$ cat config.mk
export PLATFORM = sky130hd
export DESIGN_NAME = inst_encoder
export DESIGN_NICKNAME = d
export VERILOG_FILES = /design/src/rtl/inst_encoder.sv
export SDC_FILE = /design/constraint.sdc
export NUM_CORES = 1
export LEC_CHECK = 0
export ABC_CLOCK_PERIOD_IN_PS = 8940
export CELL_PAD_IN_SITES_DETAIL_PLACEMENT = 1
export CELL_PAD_IN_SITES_GLOBAL_PLACEMENT = 1
export CORE_UTILIZATION = 44
export CTS_BUF_LIST = sky130_fd_sc_hd__clkbuf_8
export CTS_CLUSTER_SIZE = 28
export DETAILED_ROUTE_END_ITERATION = 6
export PLACE_DENSITY_LB_ADDON = 0.1
export REMOVE_ABC_BUFFERS = 1
export SYNTH_ARGS = -nofsm -noshare
export SYNTH_HDL_FRONTEND = slang
export SYNTH_SLANG_ARGS = --single-unit
$ cat constraint.sdc
create_clock -name clk -period 8.94 [get_ports clk]
set_input_delay 1.788 -clock clk [delete_from_list [all_inputs] [get_ports clk]]
set_output_delay 1.788 -clock clk [all_outputs]
set_load 0.01 [all_outputs]
$ cat src/rtl/inst_encoder.sv
// inst_encoder: builds 32-bit RV32I instruction words from decoded fields.
// Stage 1 registers the request and its immediate range check. Stage 2
// scatters the fields into the instruction word and holds it for the consumer.
// Both stages can stall, so the block holds up to two words.
// Ports:
//   clk, reset          rising-edge clock, asynchronous active-high reset
//   in_valid/in_ready   request handshake (fmt, opcode, rd, rs1, rs2, funct3,
//                       funct7 and imm are sampled on acceptance)
//   out_valid/out_ready word handshake; out_word, out_addr and out_err
//                       describe the word currently offered
//   addr_clr            synchronous reload of out_addr to BASE_ADDR
//   n_words, n_err      transferred-word count (wraps) and error-word count
//                       (saturates)
module inst_encoder #(
    parameter logic [31:0] BASE_ADDR = 32'h0000_0000,
    parameter int unsigned CNT_W     = 16
) (
    input  logic             clk,
    input  logic             reset,
    input  logic             in_valid,
    output logic             in_ready,
    input  logic [2:0]       fmt,
    input  logic [6:0]       opcode,
    input  logic [4:0]       rd,
    input  logic [4:0]       rs1,
    input  logic [4:0]       rs2,
    input  logic [2:0]       funct3,
    input  logic [6:0]       funct7,
    input  logic [31:0]      imm,
    output logic             out_valid,
    input  logic             out_ready,
    output logic [31:0]      out_word,
    output logic [31:0]      out_addr,
    output logic             out_err,
    input  logic             addr_clr,
    output logic [CNT_W-1:0] n_words,
    output logic [CNT_W-1:0] n_err
);

    localparam logic [2:0]  FMT_R   = 3'd0;
    localparam logic [2:0]  FMT_I   = 3'd1;
    localparam logic [2:0]  FMT_S   = 3'd2;
    localparam logic [2:0]  FMT_B   = 3'd3;
    localparam logic [2:0]  FMT_U   = 3'd4;
    localparam logic [2:0]  FMT_J   = 3'd5;
    localparam logic [2:0]  FMT_SH  = 3'd6;
    localparam logic [31:0] NOP     = 32'h0000_0013;

    logic              s1_valid;
    logic              s2_valid;
    logic              s1_advances;
    logic              xfer;
    logic [2:0]        s1_fmt;
    logic [6:0]        s1_opcode;
    logic [4:0]        s1_rd;
    logic [4:0]        s1_rs1;
    logic [4:0]        s1_rs2;
    logic [2:0]        s1_funct3;
    logic [6:0]        s1_funct7;
    logic [31:0]       s1_imm;
    logic              s1_err;
    logic              range_err_c;
    logic [31:0]       word_c;
    logic signed [31:0] simm;

    assign simm        = $signed(imm);
    assign s1_advances = !s2_valid || out_ready;
    assign in_ready    = !s1_valid || s1_advances;
    assign out_valid   = s2_valid;
    assign xfer        = s2_valid && out_ready;

    // Immediate range check on the incoming request; fmt 7 is always an error.
    always_comb begin
        range_err_c = 1'b0;
        case (fmt)
            FMT_R:        range_err_c = 1'b0;
            FMT_I, FMT_S: range_err_c = (simm < -32'sd2048) || (simm > 32'sd2047);
            FMT_B:        range_err_c = (simm < -32'sd4096) || (simm > 32'sd4094) || imm[0];
            FMT_U:        range_err_c = |imm[11:0];
            FMT_J:        range_err_c = (simm < -32'sd1048576) || (simm > 32'sd1048574) || imm[0];
            FMT_SH:       range_err_c = |imm[31:5];
            default:      range_err_c = 1'b1;
        endcase
    end

    // Stage 1: capture fields on acceptance.
    always_ff @(posedge clk or posedge reset) begin
        if (reset) begin
            s1_valid  <= 1'b0;
            s1_fmt    <= 3'd0;
            s1_opcode <= 7'd0;
            s1_rd     <= 5'd0;
            s1_rs1    <= 5'd0;
            s1_rs2    <= 5'd0;
            s1_funct3 <= 3'd0;
            s1_funct7 <= 7'd0;
            s1_imm    <= 32'd0;
            s1_err    <= 1'b0;
        end else if (in_ready) begin
            s1_valid <= in_valid;
            if (in_valid) begin
                s1_fmt    <= fmt;
                s1_opcode <= opcode;
                s1_rd     <= rd;
                s1_rs1    <= rs1;
                s1_rs2    <= rs2;
                s1_funct3 <= funct3;
                s1_funct7 <= funct7;
                s1_imm    <= imm;
                s1_err    <= range_err_c;
            end
        end
    end

    // Bit scatter; out-of-range immediates are simply truncated.
    always_comb begin
        word_c = NOP;
        case (s1_fmt)
            FMT_R:  word_c = {s1_funct7, s1_rs2, s1_rs1, s1_funct3, s1_rd, s1_opcode};
            FMT_I:  word_c = {s1_imm[11:0], s1_rs1, s1_funct3, s1_rd, s1_opcode};
            FMT_S:  word_c = {s1_imm[11:5], s1_rs2, s1_rs1, s1_funct3, s1_imm[4:0], s1_opcode};
            FMT_B:  word_c = {s1_imm[12], s1_imm[10:5], s1_rs2, s1_rs1, s1_funct3,
                              s1_imm[4:1], s1_imm[11], s1_opcode};
            FMT_U:  word_c = {s1_imm[31:12], s1_rd, s1_opcode};
            FMT_J:  word_c = {s1_imm[20], s1_imm[10:1], s1_imm[11], s1_imm[19:12],
                              s1_rd, s1_opcode};
            FMT_SH: word_c = {s1_funct7, s1_imm[4:0], s1_rs1, s1_funct3, s1_rd, s1_opcode};
            default: word_c = NOP;
        endcase
    end

    // Stage 2: output word register, held while the consumer stalls.
    always_ff @(posedge clk or posedge reset) begin
        if (reset) begin
            s2_valid <= 1'b0;
            out_word <= 32'd0;
            out_err  <= 1'b0;
        end else if (s1_advances) begin
            s2_valid <= s1_valid;
            if (s1_valid) begin
                out_word <= word_c;
                out_err  <= s1_err;
            end
        end
    end

    // Word address and counters; addr_clr wins over the post-transfer increment.
    always_ff @(posedge clk or posedge reset) begin
        if (reset) begin
            out_addr <= BASE_ADDR;
            n_words  <= '0;
            n_err    <= '0;
        end else begin
            if (addr_clr) begin
                out_addr <= BASE_ADDR;
            end else if (xfer) begin
                out_addr <= out_addr + 32'd4;
            end
            if (xfer) begin
                n_words <= n_words + CNT_W'(1);
            end
            if (xfer && out_err && (n_err != {CNT_W{1'b1}})) begin
                n_err <= n_err + CNT_W'(1);
            end
        end
    end

endmodule

==> results.md <==
Run status:
- The run finished with clean final reports.

Setup path:
- The signal arrival time at the worst endpoint is about 3.1 ns.
- The reg-to-reg critical path startpoint is s1_fmt[1].
- The critical path starts at out_ready.
- The required time of the critical path is ~7 ns.
- Along the worst path, the maximum fanout reaches 5.
- The delay contributed by the slowest stage of the critical path is approximately 0.57 ns.
- The depth of the worst register-to-register path is 6.
- The capture instance of the worst register-to-register path is out_word[29].
- The endpoint class of the critical path is an output port.
- The setup path with the least slack is of type in2out.
- In this design, the critical path's most frequently occurring cell is clkdlybuf4s50_1.
- The most critical setup path has its endpoint at in_ready.
- The critical path goes through clkdlybuf4s50_1 -> nand3b_1 -> clkdlybuf4s50_1.
- The startpoint class of the critical path is an input pin.
- The slowest stage of the critical path is the clkdlybuf4s50_1 cell.
- For flop-to-flop paths, the worst setup slack is 6.72 ns.

Power:
- The internal power of the cells is about 0.0014 W.
- Power comes to ~0.002 W.
- Power spread over the standard cell area amounts to roughly 200 nW/um2.
- The analysis attributes to cell leakage a power of between 3 and 4 nW.
- Of the total power, the clock network draws roughly 28%.
- Combinational cells account for a little under a quarter of the total power.
- Net switching is between 20 and 30% of the power.
- Across the VDD grid, the largest voltage drop is between 100 and 150 uV.
- Summed over all nets, the switching power comes to ~0.00058 W.
- Sequential cells account for 48.6% of the total power.

Die:
- For this design the top-level I/O count stands at about 170.
- The cell row count is 46.
- The area of the placeable core is between 15000 and 20000 um2.
- Once the floorplan was initialized, standard cells occupied roughly 46% of the core.
- The area enclosed by the die boundary is 17200 um2.
- The floorplan step set the die width to 131 um.
- The floorplan step set the die height to 131 um.

CTS:
- Post-CTS repair changed the size of 0 cells.
- The number of levels the H-tree was split into is 4.
- CTS saw 165 sinks.
- Clock tree synthesis selected as its root buffer the cell clkbuf_8.
- At the later pin of the worst-skew pair, clock insertion delay measures approximately 0.46 ns.
- The maximum buffer depth of the clock tree is 2.
- The TritonCTS clock tree is built.
- The number of buffers created by CTS is 17.
- After clock tree synthesis, the clock-pin slew on the worst setup and hold paths is roughly 0.080 ns.
- The number of setup buffers added after CTS is 0.
- The hold-fix buffer count after cts is 0.

Yosys:
- After Yosys synthesis, XOR and XNOR cells account for 6.69% of the synthesized area.
- The average cell area after synthesis is 11.5 um2.
- The share of the Yosys chip area taken by registers is between 50% and 60%.
- The main combinational cell family by area after synthesis is simple AND/OR/NAND/NOR gates.
- The adder and majority gate portion of the synthesized area is 0.512%.
- The share of synthesized cell area in and, or, nand and nor gates is between 10 and 15%.
- Summed over all instances, the cell type with the most area after synthesis is dfrtp_1.
- Yosys printed 0 warnings.
- By area the synthesized netlist is led by dfrtp_1 56%, mux2_2 11%, xnor2_1 3.7%, nor2_1 3.4%, xor2_1 3.0%.
- The most used flip-flop cell after synthesis is dfrtp_1.
- The synthesized design contains 0 enable-type register cells.
- After synthesis, the share of flip-flops with an asynchronous set or reset is 100%.
- The share of the synthesized area in the top cell type is ~56%.
- Counting flops and latches in the post-synthesis netlist gives approximately 170.
- The number of distinct library cells after synthesis is 47.
- The compound-cell area share of the yosys netlist is 7.82%.
- Summing every instance area after synthesis gives between 7000 and 8000 um2.
- Synthesis produced a netlist whose cell count is 638.
- In the synthesized netlist, mux cells make up 11.4% of the area.

Placed design:
- At the end of routability-driven placement, the weighted congestion stood at approximately 0.81.
- The port buffer count is between 150 and 200.
- The post-DP HPWL is between 10000 and 15000 um.

Global route:
- The via count of the first global-routing pass is roughly 6000.
- The initial antenna violation count is 0.
- Global routing finished with a remaining overflow of 0.
- The first-pass GRT wire length is around 31000 um.
- Entering global routing, the biggest net connects approximately 110 pins.
- The overall track demand over capacity in global routing is 24.1%.

STA:
- The total negative slack for setup checks is 0 ns.
- The number of hold violations in the final report is 0.
- Headroom to the max-slew limit came out at between 20% and 30%.
- Setup repair after global routing left no endpoint under its margin.
- The number of pins with negative max-slew slack in the final report was 0.
- The worst path in the final design needs a cycle of between 4 and 5 ns, including I/O delays and setup.
- The setup violation total in the final timing report is 0.
- The part of the cycle the worst path needs is around 55%.
- The maximum frequency from static timing analysis is between 0.2 and 0.25 GHz.
- The worst-margin pin slew is 1.14 ns.
- Between clock sinks in the finished design, the worst skew comes to just over 0.009 ns.

Routing:
- After detailed routing, the total wire length is 19600 um.
- The detailed-route DRC error count is 0.
- The number of iterations in the first detailed-routing pass is 4.
- In the routed layout, each cell is associated on average with a via count of 5.41.
- The count of nets left with antenna violations after detail routing is 0.
- The total vias in the final route is around 5600.
- After detailed routing, the average wire length per cell comes to between 15 and 20 um.
- The detailed router finished its first iteration with between 200 and 250 violations.

Worst hold path:
- The worst hold path class is reg2reg.
- The number of cells traversed by the worst hold path is 1.

Layout:
- The share of post-route cells with drive strength above 1 is 13.9%.
- The number of antenna cells inserted is 0.
- The layout has between 1500 and 2000 filler cells.
- After the last flow step, the layout net total stands at approximately 900.
- The area growth from synthesis to final layout is 30.8%.

Job:
- The tool flagged a number of max-cap violations equal to 0.
[cells by family (layout without fill, tap and decap cells)]
| group | Yosys count | count (layout) |
|---|---|---|
| other | 1 | 2 |
| XOR/XNOR | 56 | 56 |
| AND/OR/NAND/NOR | 219 | 219 |
| AO/OA/AOI/OAI | 81 | 81 |
| adder cells (fa/ha/maj) | 3 | 3 |
| buffers and inverters | 38 | 212 |
| flip-flops | 165 | 165 |
| multiplexers | 75 | 75 |
[per-stage QoR]
step / instance area, um2 / hold slack [ns] / utilization [%] / instances / worst slack (ns)
2_1_floorplan: 7200 / 0.440 / - / 609 / 2.69
3_3_place_gp: 9190 / 0.459 / 57.2 / 997 / 4.09
3_5_place_dp: 9190 / 0.464 / 57.2 / 997 / 4.05
4_1_cts: 9590 / 0.479 / 59.7 / 1029 / 4.05
5_1_grt: 9590 / 0.508 / 59.7 / 1029 / 3.99
6_report: 9590 / 0.474 / 59.7 / 1029 / 4.04
[power groups by stage]
stage               sequential (W)  clock [W]  combinational [W]
finish                    0.000955   0.000555           0.000456
global route              0.000972   0.000593           0.000495
CTS                       0.000954   0.000568           0.000463
detailed placement        0.000968          0           0.000457
global placement          0.000959          0           0.000440
floorplan                 0.000973          0           0.000196
[placed cells by master, fill, tap and decap left out, types with 6 or more instances in the layout]
| cell type | count |
|---|---|
| a22oi_1 | 8 |
| nor3_1 | 10 |
| inv_1 | 8 |
| nand2_1 | 52 |
| a22o_1 | 10 |
| nor2_1 | 67 |
| a221oi_1 | 15 |
| a21oi_1 | 12 |
| nand3_1 | 18 |
| and3_1 | 14 |
| xor2_1 | 25 |
| clkdlybuf4s50_1 | 168 |
| or3_1 | 6 |
| xnor2_1 | 31 |
| clkbuf_8 | 17 |
| o21ai_0 | 21 |
| nand4_1 | 18 |
| mux2_2 | 69 |
| dfrtp_1 | 165 |
| nor4_1 | 6 |
| mux2i_1 | 6 |
| and2_1 | 7 |
[layout make-up]
type	instances	area (um2)	area share (%)
Timing Repair Buffer	172	1710	17.9
Clock inverter	15	165	1.72
Inverter	8	35.0	0.365
Tap cell	216	270	2.82
Clock buffer	17	234	2.44
Multi-Input combinational cell	436	3040	31.7
Sequential cell	165	4130	43.1
[cell usage after synthesis, types with 2 or more instances]
library cell / count
inv_1: 8
a22o_1: 10
nor4_1: 6
nand3_1: 18
ha_1: 3
xnor2_1: 31
mux2_2: 69
buf_4: 3
a21oi_1: 12
buf_2: 2
nor3_1: 10
nor2_1: 67
xor2_1: 25
a31oi_1: 4
clkbuf_1: 17
buf_1: 7
nand2b_1: 5
nand2_1: 53
nand3b_1: 2
and3_1: 14
o22a_1: 3
a22oi_1: 8
a221oi_1: 15
or3_1: 6
dfrtp_1: 165
nand4_1: 18
and4_1: 5
o21ai_0: 21
mux2i_1: 6
and2_1: 7
a211oi_1: 2
[how the worst min path moves through the flow]
stage                           start     endpoint  slack (ns)
after floorplan                s1_err      out_err        0.44
after global placement    n_words[15]  n_words[15]        0.46
after detailed placement  n_words[15]  n_words[15]        0.46
after CTS                 n_words[15]  n_words[15]        0.48
after global routing      n_words[15]  n_words[15]        0.51
final                     n_words[15]  n_words[15]        0.47
[per-layer routing]
layer	vias to the layer above	wire length (um)	global-route usage, %
li1	2573	-	-
met5	-	0	0
met2	123	10100	42.5
met3	25	798	4.55
met1	2850	8310	29.7
met4	0	347	8.45
[sequential cells by signal (all words and copies together) (netlist names), 7 cells and up]
signal / count
s1_opcode: 7
out_word: 32
n_err: 16
n_words: 16
s1_imm: 32
s1_funct7: 7
out_addr: 30
[critical path, delay by kind of cell]
family / cells / cell delay [ns]
buffers and inverters: 2 / 1.10
AND/OR/NAND/NOR: 1 / 0.21
(Power assumes the default switching activity.)
